$ cat config.mk
export PLATFORM = sky130hd
export DESIGN_NAME = bit_insertion_4x8_seq
export DESIGN_NICKNAME = d
export VERILOG_FILES = /design/src/rtl/bit_insertion_4x8_seq.sv
export SDC_FILE = /design/constraint.sdc
export NUM_CORES = 1
export LEC_CHECK = 0
export CORE_MARGIN = 2
export CORE_UTILIZATION = 51
export DETAILED_ROUTE_END_ITERATION = 10
export PLACE_DENSITY = 0.78
export SYNTH_ARGS = -nofsm -noshare
export SYNTH_HDL_FRONTEND = slang
export SYNTH_SLANG_ARGS = --single-unit
$ cat constraint.sdc
create_clock -name clk -period 1.98 [get_ports clk]
set_input_delay 0.297 -clock clk [delete_from_list [all_inputs] [get_ports clk]]
set_output_delay 0.297 -clock clk [all_outputs]
set_load 0.01 [all_outputs]
$ cat src/rtl/bit_insertion_4x8_seq.sv
// Rebuilds 8-bit words from 4-bit fragments written at a commanded bit offset.
// The assembled word leaves as a registered one-cycle pulse on completion.
//
// state | meaning
// IDLE  | accumulator empty (acc, mask and overlap all zero)
// ACCUM | at least one fragment of the current word is held
module bit_insertion_4x8_seq #(
  parameter int DATA_WIDTH    = 8,
  parameter int IN_DATA_WIDTH = DATA_WIDTH >> 1,
  parameter int COMMAND_WIDTH = $clog2(DATA_WIDTH)
) (
  input  logic                     clk,
  input  logic                     rst,
  input  logic                     i_valid,
  input  logic [IN_DATA_WIDTH-1:0] i_data_bus,
  input  logic                     i_en,
  input  logic [COMMAND_WIDTH-1:0] i_cmd,
  input  logic                     i_last,
  output logic                     o_valid,
  output logic [DATA_WIDTH-1:0]    o_data_bus,
  output logic [DATA_WIDTH-1:0]    o_mask,
  output logic                     o_overlap
);

  typedef enum logic {IDLE = 1'b0, ACCUM = 1'b1} state_t;

  state_t                  state_q, state_d;
  logic [DATA_WIDTH-1:0]   acc_q, acc_d;
  logic [DATA_WIDTH-1:0]   acc_mask_q, acc_mask_d;
  logic                    ovl_q, ovl_d;
  logic                    valid_q, valid_d;
  logic [DATA_WIDTH-1:0]   data_q, data_d;
  logic [DATA_WIDTH-1:0]   mask_q, mask_d;
  logic                    overlap_q, overlap_d;

  logic                    accept;
  logic [2:0]              offset;
  logic [DATA_WIDTH-1:0]   new_mask;
  logic [DATA_WIDTH-1:0]   new_data;
  logic [DATA_WIDTH-1:0]   merged_word;
  logic [DATA_WIDTH-1:0]   merged_mask;
  logic                    new_overlap;
  logic                    complete;

  assign accept = i_en & i_valid;

  // Same offset encoding the selector uses: cmd[2]=0 means offset 0 regardless of cmd[1:0].
  always_comb begin
    offset = 3'd0;
    if (i_cmd[2]) offset = 3'd1 + {1'b0, i_cmd[1:0]};
  end

  always_comb begin
    new_mask    = 8'h0F << offset;
    new_data    = {4'b0000, i_data_bus} << offset;
    merged_word = (acc_q & ~new_mask) | new_data;
    merged_mask = acc_mask_q | new_mask;
    new_overlap = |(acc_mask_q & new_mask);
    complete    = i_last | (merged_mask == 8'hFF);
  end

  always_comb begin
    state_d    = state_q;
    acc_d      = acc_q;
    acc_mask_d = acc_mask_q;
    ovl_d      = ovl_q;
    valid_d    = 1'b0;
    data_d     = '0;
    mask_d     = '0;
    overlap_d  = 1'b0;
    case (state_q)
      IDLE, ACCUM: begin
        if (accept) begin
          if (complete) begin
            state_d    = IDLE;
            acc_d      = '0;
            acc_mask_d = '0;
            ovl_d      = 1'b0;
            valid_d    = 1'b1;
            data_d     = merged_word;
            mask_d     = merged_mask;
            overlap_d  = ovl_q | new_overlap;
          end else begin
            state_d    = ACCUM;
            acc_d      = merged_word;
            acc_mask_d = merged_mask;
            ovl_d      = ovl_q | new_overlap;
          end
        end
      end
      default: begin
        state_d    = IDLE;
        acc_d      = '0;
        acc_mask_d = '0;
        ovl_d      = 1'b0;
      end
    endcase
  end

  always_ff @(posedge clk or posedge rst) begin
    if (rst) begin
      state_q    <= IDLE;
      acc_q      <= '0;
      acc_mask_q <= '0;
      ovl_q      <= 1'b0;
      valid_q    <= 1'b0;
      data_q     <= '0;
      mask_q     <= '0;
      overlap_q  <= 1'b0;
    end else begin
      state_q    <= state_d;
      acc_q      <= acc_d;
      acc_mask_q <= acc_mask_d;
      ovl_q      <= ovl_d;
      valid_q    <= valid_d;
      data_q     <= data_d;
      mask_q     <= mask_d;
      overlap_q  <= overlap_d;
    end
  end

  assign o_valid    = valid_q;
  assign o_data_bus = data_q;
  assign o_mask     = mask_q;
  assign o_overlap  = overlap_q;

endmodule

Yosys cells after proc, flatten, opt, wreduce, memory -nomap -nowiden
Cells that the tools add are included.
{"block": "op_classes", "add_sub_neg": 1, "order_cmp": 0, "n_reduce_logical": 1, "n_shift": 2, "multipliers": 0, "div_mod_pow": 0, "mux": 12, "eq_ne": 1, "n_bitwise": 8}
{"cell": "8-bit 2-to-1 mux", "n": 6}
{"cell": "8-bit bitwise AND", "n": 2}
{"cell": "8-bit bitwise OR", "n": 2}
{"cell": "8-bit equality test (second input constant)", "n": 1}
{"cell": "8-bit inverter", "n": 1}
{"cell": "8-bit OR reduction", "n": 1}
{"cell": "4-bit by 3-bit left shift with 8-bit output", "n": 1}
{"cell": "4-bit by 3-bit left shift with 8-bit output (first input constant)", "n": 1}
{"cell": "1-bit 2-to-1 mux", "n": 5}
{"cell": "1-bit by 2-bit adder with 3-bit output (first input constant)", "n": 1}
{"cell": "3-bit 2-to-1 mux", "n": 1}
{"cell": "1-bit bitwise OR", "n": 2}
{"cell": "1-bit bitwise AND", "n": 1}
{"block": "totals", "wordCells": 32, "mem_bits_rw": 0, "rom_bits": 0, "register_bits": 35, "output_inout_bits": 18, "n_memories": 0, "latchBits": 0}

Depth between registers and ports, before layout
{"block": "logic_depth", "ltp_word": 8, "ltp_mapped": 8, "ltp_nobuf": 7}

Least setup slack after synthesis
OpenSTA, ideal clock, no wires.
{"block": "synth_path", "path_type": "input-to-reg", "from": "in i_cmd[0]", "to": "reg acc_mask_q[6]", "slack_ns": -0.019, "t_arrival_ns": 1.880, "setup_ns": 0.119, "path_buffers": 1, "required_ns": 1.861, "path_stages": 8, "cell_sequence": "ha_1 > o21ai_2 > o221ai_1 > o41ai_4 > nand2_4 > inv_2 > buf_4 > nor2_1"}
{"block": "synth_between", "elab_chain_len": 7}
{"element": "from (decl)", "line": "17", "source": "input logic [COMMAND_WIDTH-1:0] i_cmd,"}
{"element": "1-bit by 2-bit adder with 3-bit output *", "line": "50", "source": "if (i_cmd[2]) offset = 3'd1 + {1'b0, i_cmd[1:0]};"}
{"element": "3-bit 2-to-1 mux *", "line": "50"}
{"element": "4-bit by 3-bit left shift with 8-bit output *", "line": "54", "source": "new_mask = 8'h0F << offset;"}
{"element": "8-bit bitwise OR *", "line": "57", "source": "merged_mask = acc_mask_q | new_mask;"}
{"element": "8-bit equality test", "line": "59", "source": "complete = i_last | (merged_mask == 8'hFF);"}
{"element": "1-bit bitwise OR", "line": "59"}
{"element": "8-bit 2-to-1 mux *", "line": "74", "source": "if (complete) begin"}
{"element": "to (signal assigned)", "line": "113", "source": "acc_mask_q <= acc_mask_d;"}
{"element": "to (decl)", "line": "29", "source": "logic [DATA_WIDTH-1:0] acc_mask_q, acc_mask_d;"}
Mark *: on every way between the ends. The rest lies on a longest branch, timed or not.
A chain may end at the register's enable or synchronous reset.

Worst setup path after layout
{"block": "layout_path", "from": "in i_cmd[2]", "to": "reg ovl_q"}
{"block": "layout_between", "elab_chain_len": 6, "elab_cells_between_ends": 9}
{"element": "3-bit 2-to-1 mux *", "line": "50"}
{"element": "4-bit by 3-bit left shift with 8-bit output *", "line": "54"}
{"element": "8-bit bitwise OR / 8-bit bitwise AND (equally long branches)", "line": "57, 58"}
{"element": "8-bit equality test / 8-bit OR reduction (equally long branches)", "line": "59, 58"}
{"element": "1-bit bitwise OR (on tied branches)", "line": "59, 87"}
{"element": "1-bit 2-to-1 mux *", "line": "74"}
{"element": "to (signal assigned)", "line": "114", "source": "ovl_q <= ovl_d;"}
{"element": "to (decl)", "line": "30", "source": "logic ovl_q, ovl_d;"}
Marks and branches as above.

==> results_dict.tcl <==
set metrics [dict create \
    finalWirelength_um 3910 \
    timing.slew.headroom_pct 66.7 \
    fin_skew_ps 11.7 \
    numClockSinks 35 \
    crit_family "buffers and inverters" \
    synthCells 166 \
    cts_post_setup_buffers_inserted 0 \
    seq_power_share_pct 52.8 \
    hold_violations 0 \
    dp.cells 258 \
    drt-pass1-iter-count 4 \
    start_kind "input pin" \
    root_buffer "clkbuf_4" \
    vdd_ir_drop_max_mv 0.349 \
    hold_path.class "input pin to async pin" \
    io_buffers 29 \
    critPathMostFrequentCell "buf_4" \
    synth.avg_cell_area_um2 9.87 \
    fmax_ghz 0.532 \
    synthTopCellsByArea "dfrtp_1 (53%), nor2_1 (7.1%), a21oi_1 (4.6%)" \
    fin_ws_ps 100 \
    setup_violations 0 \
    path_class "input pin to flip-flop" \
    cts_inserted_buffers 5 \
    whs_ps 343 \
    synth-seq-area-share_pct 53.5 \
    switchingPower_mw 0.450 \
    vias_per_cell 5.49 \
    period_minus_slack_ps 1880 \
    slew_violations 0 \
    cp_cell_sequence "clkdlybuf4s50_1 > buf_4 > o21ai_4 > buf_4 > a221o_1 > a211o_1 > a21oi_1 > nor2_1" \
    synth.most_common_cell "dfrtp_1" \
    insertion_delay_ps 340 \
    ys_ff_latch 35 \
    std_cell_rows 20 \
    clk_path_buf_depth 2 \
    h-tree-depth 2 \
    pwr-share-comb_pct 22.3 \
    grt_pass1_vias 1379 \
    drc 0 \
    core_um2 3050 \
    fin_nets 234 \
    p_int_mw 1.10 \
    die_w_um 60.7 \
    syn2layout_area_growth_pct 35.9 \
    synth_edf_count 0 \
    ant_nets 0 \
    wire_per_inst_um 14.8 \
    grtUsageTotal_pct 24.9 \
    synth_fp_nets 179 \
    design_area_um2 2230 \
    overflow 0 \
    ys_top_cells_by_count "dfrtp_1 (35), nor2_1 (31), a21oi_1 (15)" \
    power_mw 1.55 \
    critPathCaptureType "flip-flop" \
    yosysUniqueCellTypes 42 \
    synth_top_flop_cell "dfrtp_1" \
    p_sw_share_pct 29.0 \
    finalCritPeriodShare_pct 94.9 \
    cts.clk_slew.worst_paths_ps 100 \
    worst_slew_pin_slew_ps 499 \
    worst-path-buf-inv 3 \
    gp_congestion 0.884 \
    critPathRequiredTime_ps 2200 \
    critical-path-max-stage-delay_ps 520 \
    dieArea_um2 3680 \
    cp.arrival_ps 2100 \
    drive_gt1_share_pct 20.4 \
    synth.largest_area_cell "dfrtp_1" \
    io_pins 30 \
    place_ws_ps -490 \
    dp_hpwl_um 2950 \
    leakage_nw 1.03 \
    synthArstFlopShare_pct 100 \
    finalNonFillerCells 265 \
    clock_power_share_pct 24.9 \
    yosysWarnings 0 \
    die_y_um 60.7 \
    initial_core_util_pct 53.6 \
    rsz0062_at_grt "no" \
    synth_top_area_share_pct 53.5 \
    status "finished clean" \
    p_per_area_nw_per_um2 698 \
    slowest_stage "clkdlybuf4s50_1" \
    antenna_cells 0 \
    cap_violations 0 \
    grt_max_degree 36 \
    drt_iter0_drc 89 \
    antenna_found_initial 0 \
    cp_max_fo 10 \
    grt_pass1_wl_um 6620 \
    cts_tree "yes" \
    dr_total_vias 1455 \
    syn-cell-area_um2 1640 \
    final_util_pct 72.9 \
    setup_tns_ps 0 \
    placed_cell_area_um2 2150 \
]
[power groups by stage]
stage,sequential (mW),clock [mW],combinational (mW)
finish,0.820,0.387,0.346
global route,0.829,0.427,0.383
CTS,0.819,0.394,0.346
detailed placement,0.833,0,0.338
global placement,0.831,0,0.328
floorplan,0.826,0,0.191
[layout make-up]
type,count,area (um^2)
Timing Repair Buffer,55,483
Inverter,8,30.0
Fill cell,248,827
Clock buffer,6,51.3
Tap cell,44,55.1
Multi-Input combinational cell,116,726
Clock inverter,1,5.00
Sequential cell,35,876
[worst reg2reg max path: cells and delay by family, from the launching register on]
kind | cells | cell delay [ps]
simple gates | 2 | 200
compound gates | 3 | 640
flops | 1 | 420
buf+inv | 2 | 380
[final timing paths]
kind	start	end	slack, ps	cells past startpoint
max in group asynchronous	rst	acc_mask_q[7]	1340	3
worst max-delay path	i_cmd[2]	ovl_q	100	8
min in group clk	acc_q[7]	acc_q[7]	500	2
worst min register to register	acc_q[7]	acc_q[7]	500	2
worst max register to register	acc_mask_q[2]	o_mask[0]	270	7
worst min-delay path	rst	acc_q[7]	340	3
[cell families (layout without fill, tap and decap cells)]
kind of cell | Yosys count | in the layout | synth area share, %
xor gates and xnor gates | 1 | 1 | 0.535
muxes | 5 | 5 | 3.90
buffers and inverters | 15 | 70 | 4.20
adders and majority gates | 1 | 1 | 0.764
and+or+nand+nor | 57 | 57 | 15.7
DFF | 35 | 35 | 53.5
AOI/OAI and AO/OA | 52 | 52 | 21.4
[layout by cell type (no fill, tap or decap), types with 3 or more instances in the layout]
master	n
a31oi_1	9
dfrtp_1	35
nand2_1	12
nor2_1	31
mux2i_1	3
clkbuf_4	5
inv_1	6
a21oi_1	14
o21ai_0	5
o21ai_1	4
o2bb2ai_1	4
clkdlybuf4s50_1	27
buf_4	26
[metal layers]
metal,vias up,GRT usage (%),wire [um]
met2,52,38.2,1860
met5,-,0,0
li1,698,-,-
met3,5,5.76,218
met4,0,9.32,46
met1,700,34.6,1790
[flip-flops by register name, indices dropped and copies added (netlist names)]
register    flops
acc_mask_q      8
acc_q           8
o_data_bus      8
o_mask          8
o_overlap       1
o_valid         1
ovl_q           1
[repair_timing]
item	in CTS	in global routing
endpoints found under the setup margin	34	0
hold buffers	0	0
resized for setup	6	0
Power figures use the tool's default switching activity.
